$ cat src/rtl/zorro_dma_master.sv
// ============================================================================
// zorro_dma_master
// Zorro II bus-master engine: arbitrates for the bus and runs 16-bit cycles.
// Revision: 1.0
// ============================================================================
`default_nettype none

module zorro_dma_master #(
  parameter int TIMEOUT  = 64,
  parameter int MAX_HOLD = 16
) (
  input  logic        C7M,
  input  logic        RESETn,
  input  logic        req,
  input  logic        req_wr,
  input  logic [22:0] req_addr,
  input  logic [1:0]  req_be,
  input  logic [15:0] req_wdata,
  input  logic        req_last,
  output logic        ack,
  output logic        err,
  output logic [15:0] rdata,
  output logic        BRn,
  input  logic        BGn,
  input  logic        BGACKn_in,
  output logic        BGACKn,
  output logic        OWNn,
  input  logic        ASn_in,
  input  logic        DTACKn,
  input  logic        BERRn,
  output logic        bus_oe,
  output logic [22:0] ADDR,
  output logic        ASn,
  output logic        UDSn,
  output logic        LDSn,
  output logic        READ,
  output logic [15:0] D_out,
  output logic        D_oe,
  input  logic [15:0] D_in
);

  localparam int c_CMAX = (TIMEOUT > MAX_HOLD) ? TIMEOUT : MAX_HOLD;
  localparam int c_CW   = $clog2(c_CMAX + 1);
  localparam logic [c_CW-1:0] c_TIMEOUT  = c_CW'(TIMEOUT);
  localparam logic [c_CW-1:0] c_HOLD_END = c_CW'(MAX_HOLD - 1);

  typedef enum logic [3:0] {
    ST_IDLE = 4'd0, ST_ARB = 4'd1, ST_S0 = 4'd2, ST_S1 = 4'd3, ST_S2 = 4'd4,
    ST_WAIT = 4'd5, ST_TERM = 4'd6, ST_HOLD = 4'd7, ST_REL = 4'd8
  } state_t;

  state_t r_state, w_state;
  logic [c_CW-1:0] r_cnt, w_cnt;
  logic r_wr, w_wr, r_last, w_last;
  logic [1:0] r_be, w_be;
  logic r_bg_n, r_bgack_in_n, r_as_in_n, r_dtack_n, r_berr_n;
  logic r_br_n, w_br_n, r_bgack_n, w_bgack_n, r_as_n, w_as_n;
  logic r_uds_n, w_uds_n, r_lds_n, w_lds_n, r_read, w_read;
  logic r_bus_oe, w_bus_oe, r_doe, w_doe, r_ack, w_ack, r_err, w_err;
  logic [22:0] r_addr, w_addr;
  logic [15:0] r_dout, w_dout, r_rdata, w_rdata;
  logic w_req_ok, w_start, w_rel, w_term;

  // req is ignored during the ack cycle, when it still carries the old request
  assign w_req_ok = req && !r_ack;

  always_comb begin
    w_state = r_state;   w_cnt = r_cnt;       w_wr = r_wr;
    w_be = r_be;         w_last = r_last;     w_br_n = r_br_n;
    w_bgack_n = r_bgack_n; w_as_n = r_as_n;   w_uds_n = r_uds_n;
    w_lds_n = r_lds_n;   w_read = r_read;     w_bus_oe = r_bus_oe;
    w_addr = r_addr;     w_dout = r_dout;     w_doe = r_doe;
    w_rdata = r_rdata;   w_ack = 1'b0;        w_err = 1'b0;
    w_start = 1'b0;      w_rel = 1'b0;        w_term = 1'b0;
    case (r_state)
      ST_IDLE: begin
        if (w_req_ok) begin
          if (req_be == 2'b00) begin
            w_ack = 1'b1;
            w_err = 1'b1;
          end else begin
            w_br_n  = 1'b0;
            w_state = ST_ARB;
          end
        end
      end
      ST_ARB: begin
        if (!r_bg_n && r_as_in_n && r_bgack_in_n && r_dtack_n) begin
          w_br_n    = 1'b1;
          w_bgack_n = 1'b0;
          w_start   = 1'b1;
        end
      end
      ST_S0: begin
        w_as_n = 1'b0;
        if (!r_wr) begin
          w_uds_n = !r_be[1];
          w_lds_n = !r_be[0];
        end
        w_state = ST_S1;
      end
      ST_S1: begin
        if (r_wr) begin
          w_uds_n = !r_be[1];
          w_lds_n = !r_be[0];
        end
        w_cnt   = c_CW'(1);
        w_state = ST_S2;
      end
      ST_S2: begin
        w_cnt   = r_cnt + 1'b1;
        w_state = ST_WAIT;
      end
      ST_WAIT: begin
        w_cnt = r_cnt + 1'b1;
        if (!r_berr_n) begin
          w_term = 1'b1;
          w_err  = 1'b1;
        end else if (!r_dtack_n) begin
          w_term = 1'b1;
          if (!r_wr) w_rdata = D_in;
        end else if (r_cnt == c_TIMEOUT) begin
          w_term = 1'b1;
          w_err  = 1'b1;
        end
      end
      ST_TERM: begin
        w_doe   = 1'b0;
        w_cnt   = '0;
        w_state = ST_HOLD;
      end
      ST_HOLD: begin
        if (r_dtack_n && r_berr_n) begin
          if (r_last) begin
            w_rel = 1'b1;
          end else if (w_req_ok && req_be != 2'b00) begin
            w_start = 1'b1;
          end else if (w_req_ok) begin
            w_ack = 1'b1;
            w_err = 1'b1;
            w_cnt = '0;
          end else if (r_cnt == c_HOLD_END) begin
            w_rel = 1'b1;
          end else begin
            w_cnt = r_cnt + 1'b1;
          end
        end
      end
      ST_REL:  w_state = ST_IDLE;
      default: w_state = ST_IDLE;
    endcase

    if (w_start) begin
      w_state  = ST_S0;
      w_bus_oe = 1'b1;
      w_addr   = req_addr;
      w_read   = !req_wr;
      w_doe    = req_wr;
      w_dout   = req_wdata;
      w_wr     = req_wr;
      w_be     = req_be;
      w_last   = req_last;
    end
    if (w_term) begin
      w_as_n  = 1'b1;
      w_uds_n = 1'b1;
      w_lds_n = 1'b1;
      w_ack   = 1'b1;
      w_state = ST_TERM;
    end
    if (w_rel) begin
      w_bus_oe  = 1'b0;
      w_bgack_n = 1'b1;
      w_state   = ST_REL;
    end
  end

  always_ff @(posedge C7M) begin
    if (!RESETn) begin
      r_state <= ST_IDLE;  r_cnt <= '0;        r_wr <= 1'b0;
      r_be <= 2'b00;       r_last <= 1'b0;
      r_bg_n <= 1'b1;      r_bgack_in_n <= 1'b1; r_as_in_n <= 1'b1;
      r_dtack_n <= 1'b1;   r_berr_n <= 1'b1;
      r_br_n <= 1'b1;      r_bgack_n <= 1'b1;  r_as_n <= 1'b1;
      r_uds_n <= 1'b1;     r_lds_n <= 1'b1;    r_read <= 1'b1;
      r_bus_oe <= 1'b0;    r_doe <= 1'b0;      r_addr <= '0;
      r_dout <= '0;        r_rdata <= '0;      r_ack <= 1'b0;
      r_err <= 1'b0;
    end else begin
      r_state <= w_state;  r_cnt <= w_cnt;     r_wr <= w_wr;
      r_be <= w_be;        r_last <= w_last;
      r_bg_n <= BGn;       r_bgack_in_n <= BGACKn_in; r_as_in_n <= ASn_in;
      r_dtack_n <= DTACKn; r_berr_n <= BERRn;
      r_br_n <= w_br_n;    r_bgack_n <= w_bgack_n; r_as_n <= w_as_n;
      r_uds_n <= w_uds_n;  r_lds_n <= w_lds_n; r_read <= w_read;
      r_bus_oe <= w_bus_oe; r_doe <= w_doe;    r_addr <= w_addr;
      r_dout <= w_dout;    r_rdata <= w_rdata; r_ack <= w_ack;
      r_err <= w_err;
    end
  end

  assign ack    = r_ack;
  assign err    = r_err;
  assign rdata  = r_rdata;
  assign BRn    = r_br_n;
  assign BGACKn = r_bgack_n;
  assign OWNn   = r_bgack_n;
  assign bus_oe = r_bus_oe;
  assign ADDR   = r_addr;
  assign ASn    = r_as_n;
  assign UDSn   = r_uds_n;
  assign LDSn   = r_lds_n;
  assign READ   = r_read;
  assign D_out  = r_dout;
  assign D_oe   = r_doe;

endmodule

`default_nettype wire

$ cat config.mk
export PLATFORM = sky130hd
export DESIGN_NAME = zorro_dma_master
export DESIGN_NICKNAME = d
export VERILOG_FILES = /design/src/rtl/zorro_dma_master.sv
export SDC_FILE = /design/constraint.sdc
export NUM_CORES = 1
export LEC_CHECK = 0
export CAP_MARGIN = 15
export CORE_AREA = 4 4 96 116
export CTS_CLUSTER_DIAMETER = 80
export DETAILED_ROUTE_END_ITERATION = 16
export DIE_AREA = 0 0 100 120
export PLACE_DENSITY_LB_ADDON = 0.12
export SLEW_MARGIN = 10
export SYNTH_ARGS = -nofsm -noshare
export SYNTH_HDL_FRONTEND = slang
export SYNTH_SLANG_ARGS = --single-unit
export TNS_END_PERCENT = 20
$ cat constraint.sdc
create_clock -name C7M -period 3.29 [get_ports C7M]
set_clock_uncertainty 0.05 [all_clocks]
set_input_delay 0.658 -clock C7M [delete_from_list [all_inputs] [get_ports C7M]]
set_output_delay 0.658 -clock C7M [all_outputs]
set_load 0.1 [all_outputs]
==> results of run 1 <==
==> area by class of cell <==
| class | count | share of cell area |
|---|---|---|
| Clock inverter | 3 | 0.01267 |
| Timing Repair Buffer | 137 | 0.2239 |
| Inverter | 6 | 0.004147 |
| Multi-Input combinational cell | 278 | 0.3716 |
| Sequential cell | 85 | 0.3133 |
| Tap cell | 126 | 0.02903 |
| Clock buffer | 12 | 0.04538 |
==> cells in the final DEF, fill, tap and decap left out, drive strengths merged, types with 2 or more instances in the layout <==
cell | Yosys | final
nand2b | 8 | 8
ha | 2 | 2
nand4b | 3 | 3
mux2i | 17 | 17
and2b | 3 | 3
clkdlybuf4s50 | 0 | 65
a31o | 2 | 2
nor4 | 3 | 3
or3 | 2 | 2
o21ai | 47 | 47
o211ai | 5 | 5
dfxtp | 85 | 85
nand3 | 52 | 52
a21oi | 11 | 11
nand3b | 2 | 2
inv | 6 | 7
nand2 | 61 | 61
and3 | 2 | 2
clkbuf | 9 | 12
o31a | 2 | 2
nor2 | 25 | 25
o31ai | 5 | 5
buf | 19 | 72
or2 | 2 | 2
or4 | 2 | 2
o2111ai | 2 | 2
bufinv | 0 | 2
nor3 | 6 | 6
==> worst max-delay path: cells and delay by family <==
| kind | cells | cell delay [ps] |
|---|---|---|
| AO/OA/AOI/OAI | 2 | 860 |
| buffers and inverters | 2 | 840 |
| AND/OR/NAND/NOR | 3 | 350 |
==> synthesized netlist by cell type, types with 8 or more instances <==
cell type / count
a21oi_1: 8
buf_6: 12
clkbuf_1: 9
dfxtp_1: 85
mux2i_1: 17
nand2_1: 60
nand2b_1: 8
nand3_1: 9
nand3_2: 42
nor2_1: 24
o21ai_2: 42
==> layer usage <==
| layer | vias to the layer above | GRT usage | wire (um) |
|---|---|---|---|
| met5 | - | 0 | 0 |
| met1 | 1453 | 0.1823 | 3837 |
| met4 | 0 | 0.08340 | 276 |
| met3 | 22 | 0.06395 | 898 |
| li1 | 1639 | - | - |
| met2 | 113 | 0.2358 | 4219 |
==> power by group through the flow <==
stage	Sequential [mW]	Clock [mW]	Combinational (mW)
2_1_floorplan	1.20	0	0.141
3_3_place_gp	1.10	0	0.362
3_5_place_dp	1.10	0	0.365
4_1_cts	1.08	1.11	0.366
5_1_grt	1.09	1.14	0.386
6_report	1.08	1.08	0.363
==> stage by stage <==
stage,power (mW),util
4_1_cts,2.556,0.5454
3_5_place_dp,1.469,0.5137
3_3_place_gp,1.465,0.5137
5_1_grt,2.616,0.5454
6_report,2.521,0.5454
2_1_floorplan,1.341,-
==> logic make-up after synthesis <==
| family | after synthesis | share of synthesized area |
|---|---|---|
| muxes | 17 | 0.04313 |
| xor gates and xnor gates | 1 | 0.002221 |
| buffers and inverters | 34 | 0.05709 |
| AOI/OAI and AO/OA | 82 | 0.1732 |
| adders and majority gates | 2 | 0.006342 |
| and+or+nand+nor | 176 | 0.2867 |
| DFF | 85 | 0.4313 |
==> path summary, 6_finish.rpt <==
path	from	depth (start not counted)	slack (ps)	endpoint
worst max-delay path	req_be[0]	7	730	ADDR[8]
worst min register to register	ADDR[10]	2	410	ADDR[10]
worst max register to register	r_state[1]	5	910	ADDR[8]
worst min-delay path	ADDR[10]	2	410	ADDR[10]
==> state kept, by name, summed over array words and instances (netlist names), 2 cells and up <==
signal,cells
rdata,16
D_out,16
r_be,2
r_state,4
r_cnt,7
ADDR,23
==> flow_summary.ini, run 1 <==
[routing]
wire_per_inst_um = 14.27
drt_iter0_drc = 70
via_count = 3227
ant_nets = 0
drc = 0
vias_per_cell = 4.988
firstDrtPassIters = 4
wirelength_um = 9231

[clock_tree]
post_cts_resized = 0
cts_tree = built
clk_pin_slew_ps = 60
clkSinkCount = 85
cts_buffers = 9
post_cts_buffers = 0
cts_max_level = 3
insertion_delay_ps = 330
cts_max_path_buffers = 2
postCtsHoldBufs = 0
cts-root-buf = clkbuf_16

[sta]
max_slew_margin = 0.3210
drv_slew = 0
max_freq_mhz = 391.4
fin_ws_ps = 734.8
fin_setup_tns_ps = 0
setup_violations = 0
hold_slack_ps = 405.1
timing_worst_slew_pin_value_ps = 1015
period_share = 0.7767
hold_viol = 0
rsz0062_at_grt = no
timing.final.crit_period_ps = 2555

[final_layout]
fin_area_um2 = 5431
register_area_um2 = 1702
multi_input_area_um2 = 2018
fin_cells = 647
antenna_cells = 0
final_nets = 586
drive_above_1_share = 0.3608
areaGrowthSynthToFinish_pct = 37.68
fillers = 942

[critical_path]
crit_type = input port to register
worst_setup_path_start_kind = input port
crit_fanout = 42
worstSetupEndpointType = register
arrival_ps = 2770
crit_chain = clkdlybuf4s50_1, nor2_4, nor4_4, o21ai_4, buf_12, nand3_2, o21ai_2
critical_path_required_ps = 3510
critical-path-max-stage-delay_ps = 780
cp_slowest_cell = o21ai_4

[global_routing]
grt_antenna_before_repair = 0
grt_pass1_vias = 3173
grt_start_max_net_pins = 54
groute.usage.overall = 0.1542
grt_pass1_wl_um = 15030
overflow = 0

[floorplan]
die_w_um = 100
core-area_um2 = 9960
rows = 40
dieArea_um2 = 12000
boundaryPins = 133
dieHeight_um = 120
start_util = 0.3961

[yosys]
synth_cell_types = 60
synth-seq-cells = 85
synth-seq-area-share = 0.4313
syn-mean-instance-area_um2 = 9.937
synth.area.top_cells = dfxtp_1 43%, nand3_2 11%, o21ai_2 9.3%, nand2_1 5.7%, mux2i_1 4.3%
async_flop_share = 0
synth_edf_count = 0
synth_top_area_frac = 0.4313
netlist_area_um2 = 3945
yosysTopAreaCell = dfxtp_1
syn_nets = 466
synthFlopType = dfxtp_1
yosysWarnings = 0
synth_cells = 397

[power]
power_frac_clock = 0.427
p_int_mw = 1.874
switching_share = 0.2567
power_frac_comb = 0.144
p_per_area_nw_per_um2 = 464.2
p_seq_frac = 0.429
p_leak_nw = 2.231
ir_drop_uv = 265.7
switching_power_mw = 0.6472

[placed_design]
place_ws_ps = 378.5
gp_congestion = 0.7976
dp_hpwl_um = 6611
dpl_cell_area_um2 = 5116
portBuffers = 132
placedCellCount = 632

[job]
cap_violations = 0

[run_status]
status = finished, final reports clean

[worst_hold_path]
worstHoldPathType = register to register
No activity file was read; power rests on OpenSTA's default activity.
==> run 2: changes to the inputs <==
clock period = 2.47 ns   (was 3.29 ns; I/O delays follow)
==> run 2 against run 1 <==
Global-route usage is 0.11 points higher; count of clock-buffer cells in the layout is the same; setup slack lost 250 ps; sequential power grew 32%; first-iteration DRC count is 40% higher; sequential cell count unchanged; routed wire length fell by 2.4%; critical path depth shrank 1; critical path type unchanged.
==> flow_summary.ini, run 2 (synthesis gave the netlist of run 1 again) <==
[run_status]
status = finished, final reports clean

[sta]
hold_viol = 0
drv_slew = 0
timing_worst_slew_pin_value_ps = 505.3
setup_violations = 0
max_freq_mhz = 502.9
period_share = 0.8050
rsz0062_at_grt = no
max_slew_margin = 0.6631
timing.final.crit_period_ps = 1988
fin_setup_tns_ps = 0

[clock_tree]
cts_tree = built
insertion_delay_ps = 330
clk_pin_slew_ps = 60
cts_max_path_buffers = 2
post_cts_buffers = 0
cts_buffers = 9
postCtsHoldBufs = 0
clkSinkCount = 85
post_cts_resized = 0
cts_max_level = 3
cts-root-buf = clkbuf_16

[critical_path]
crit_fanout = 6
arrival_ps = 2160
worst_setup_path_start_kind = input port
reg2reg_depth = 5
worstSetupEndpointType = register
crit_type = input port to register
critical_path_required_ps = 2650

[floorplan]
die_w_um = 100
dieArea_um2 = 12000
core-area_um2 = 9960
boundaryPins = 133
start_util = 0.3961
rows = 40
dieHeight_um = 120

[global_routing]
grt_pass1_vias = 3219
overflow = 0
groute.usage.overall = 0.1553
grt_antenna_before_repair = 0
grt_pass1_wl_um = 15190
grt_start_max_net_pins = 64

[routing]
drc = 0
vias_per_cell = 4.929
drt_iter0_drc = 98
wire_per_inst_um = 13.84
firstDrtPassIters = 4
wirelength_um = 9013
via_count = 3209
ant_nets = 0

[power]
power_mw = 3.253
p_leak_nw = 2.229
p_per_area_nw_per_um2 = 600.1
ir_drop_uv = 338.5

[final_layout]
antenna_cells = 0
post-route-util = 0.5442
final_cell_mix = 85 x dfxtp_1, 74 x buf_4, 65 x clkdlybuf4s50_1, 60 x nand2_1
final_nets = 589
areaGrowthSynthToFinish_pct = 37.39
drive_above_1_share = 0.3657
largest_reg_flops = 23
final_common_cell = dfxtp_1

[worst_hold_path]
worstHoldPathType = register to register
holdPathStages = 2

[job]
cap_violations = 0

[placed_design]
dp_hpwl_um = 6530
gp_congestion = 0.8023
portBuffers = 132
[run 2: metal layers]
layer	up-vias	part of all wire	track usage
li1	1647	-	-
met1	1448	0.42	0.1886
met2	101	0.47	0.2442
met3	13	0.092	0.05523
met4	0	0.020	0.07161
met5	-	0	0
[run 2: worst paths after layout]
check / from / endpoint / slack [ps]
min reg2reg: r_be[0] / r_be[0] / 410
max: req_be[1] / r_cnt[6] / 480
max reg2reg: r_state[3] / r_cnt[4] / 530
min: r_be[0] / r_be[0] / 410
[run 2: power by group]
part	switching, mW	total [mW]	internal [mW]
clock	0.519	1.33	0.808
sequential	0.0265	1.43	1.40
combinational	0.312	0.497	0.186
[run 2: layout make-up]
cell class                      instances  area (um^2)
Clock buffer                           12        246.5
Clock inverter                          4        47.55
Fill cell                             887         4539
Inverter                                6        22.52
Multi-Input combinational cell        278         2018
Sequential cell                        85         1702
Tap cell                              126        157.7
Timing Repair Buffer                  140         1226
[run 2: stage by stage]
step	hold slack, ps	std cells	setup WS, ps	instance area, um^2
final	405.1	651	481.6	5420
after global routing	425.2	651	380.4	5420
after CTS	410.0	651	504.3	5420
after detailed placement	400.1	635	152.6	5126
after global placement	394.2	635	180.6	5126
after floorplan	387.0	397	170.8	3945
[run 2: critical path, cell delays in order]
cell             delay, ps
clkdlybuf4s50_1        470
nor2_4                 190
nor2_1                 100
o31ai_2                490
o211ai_1               170
a31o_1                 250
==> run 3: changes to the inputs <==
clock period = 2 ns   (was 2.47 ns; I/O delays follow)
==> run 3 against run 2 <==
Sequential power rose by 24%; combinational power rose by 27%; sequential share of layout area fell by 0.70 points; final cell count rose by 1.2%; via count rose by 2.2%; count of clock-buffer cells in the layout fell by 1; setup slack got worse by 400 ps; worst hold slack got worse by 3.0 ps; utilization rose by 1.3 points; non-clock buffer count rose by 9; final area rose by 2.4%; global-route usage barely moved; critical path type unchanged; critical endpoint unchanged; largest power group unchanged.
==> flow_summary.ini, run 3 (synthesis gave the netlist of run 1 again) <==
[run_status]
status = finished, final reports clean

[floorplan]
core-area_um2 = 9960
dieHeight_um = 120
dieArea_um2 = 12000
rows = 40
boundaryPins = 133
die_w_um = 100
start_util = 0.3961

[clock_tree]
clkSinkCount = 85
insertion_delay_ps = 330
postCtsHoldBufs = 0
clk_pin_slew_ps = 60
cts_max_path_buffers = 2
cts-root-buf = clkbuf_16
cts_buffers = 9
cts_tree = built
cts_max_level = 3

[critical_path]
r2r-start = r_cnt[0]
crit_chain = clkdlybuf4s50_1, nor2_4, nor2_1, o31ai_2, o211ai_1, a31o_1
worstSetupEndpointType = register
r2r_slack_ps = 120
critical-path-max-stage-delay_ps = 490
crit_fanout = 6
worst_setup_path_start_kind = input port
arrival_ps = 2100
crit_type = input port to register
timing.rr.end = r_cnt[6]
critical_path_required_ps = 2180
reg2reg_depth = 6
cp_slowest_cell = clkdlybuf4s50_1

[final_layout]
antenna_cells = 0
final_common_cell = dfxtp_1
drive_above_1_share = 0.3790
largest_reg_flops = 23
areaGrowthSynthToFinish_pct = 40.75
final_nets = 598
final_cell_mix = 83 x dfxtp_1, 79 x buf_4, 65 x clkdlybuf4s50_1, 60 x nand2_1

[global_routing]
grt_antenna_before_repair = 0
grt_pass1_vias = 3227
groute.usage.overall = 0.1552
grt_pass1_wl_um = 15240
overflow = 0
grt_start_max_net_pins = 61

[power]
p_per_area_nw_per_um2 = 742.6
p_leak_nw = 2.304
power_mw = 4.123
ir_drop_uv = 393.2

[routing]
wire_per_inst_um = 14.00
wl_met3_um = 968
wirelength_um = 9223
wl_met1_um = 3815
wl_met2_um = 4294
maxUsedRoutingLayer = met4
via_count = 3278
ant_nets = 0
vias_per_cell = 4.974
drc = 0
firstDrtPassIters = 4
drt_iter0_drc = 99

[worst_hold_path]
hold_end = ADDR[13]
holdPathStages = 2
min_from = ADDR[13]
worstHoldPathType = register to register

[sta]
timing.final.crit_period_ps = 1923
max_freq_mhz = 520.1
setup_violations = 0
fin_setup_tns_ps = 0
period_share = 0.9613
fin_ws_ps = 77.43
drv_slew = 0
timing_worst_slew_pin_value_ps = 580.7
max_slew_margin = 0.6129
rsz0062_at_grt = yes
hold_viol = 0

[placed_design]
place_ws_ps = -240.0
gp_congestion = 0.8637
portBuffers = 132
dp_hpwl_um = 6818

[job]
cap_violations = 0
[run 3: worst max-delay path, delay by kind of cell]
kind	cells	cell delay [ps]
simple gates	2	290
compound gates	3	910
buf+inv	1	490
[run 3: stage by stage]
step                      utilization  std cells  area [um^2]  hold WS [ps]
after floorplan                     -        397         3946         387.0
after global placement         0.5246        643         5225         394.5
after detailed placement       0.5246        643         5225         397.6
after CTS                      0.5554        658         5532         406.0
after global routing           0.5575        659         5553         419.6
final                          0.5575        659         5553         402.0
[run 3: power by group]
group	switching (mW)	internal, mW
registers	0.0340	1.73
clock network	0.640	1.09
logic	0.389	0.240
total	1.06	3.06
[run 3: routing by layer]
layer	track usage	vias to the layer above
li1	-	1669
met5	0	-
met3	0.06570	10
met1	0.1863	1487
met2	0.2475	112
met4	0.05476	0
[run 3: how the worst max path moves through the flow]
stage | startpoint | endpoint | cells past startpoint
finish | req_be[1] | r_cnt[6] | 6
global placement | req_be[1] | r_cnt[4] | 6
CTS | req_be[1] | r_cnt[6] | 6
floorplan | ack | r_cnt[4] | 5
detailed placement | req_be[1] | r_cnt[6] | 6
global route | r_cnt[0] | r_cnt[6] | 6
[run 3: area by class of cell]
| cell class | count | area, um^2 |
|---|---|---|
| Multi-Input combinational cell | 278 | 2018 |
| Tap cell | 126 | 157.7 |
| Fill cell | 906 | 4407 |
| Timing Repair Buffer | 149 | 1344 |
| Sequential cell | 85 | 1704 |
| Clock inverter | 4 | 73.82 |
| Clock buffer | 11 | 232.7 |
| Inverter | 6 | 22.52 |
[run 3: timing repair]
| item | 4_1_cts | 5_1_grt |
|---|---|---|
| gates resized for setup | 0 | 1 |
| buffers inserted | 0 | 1 |
| setup endpoints to repair | 0 | 9 |
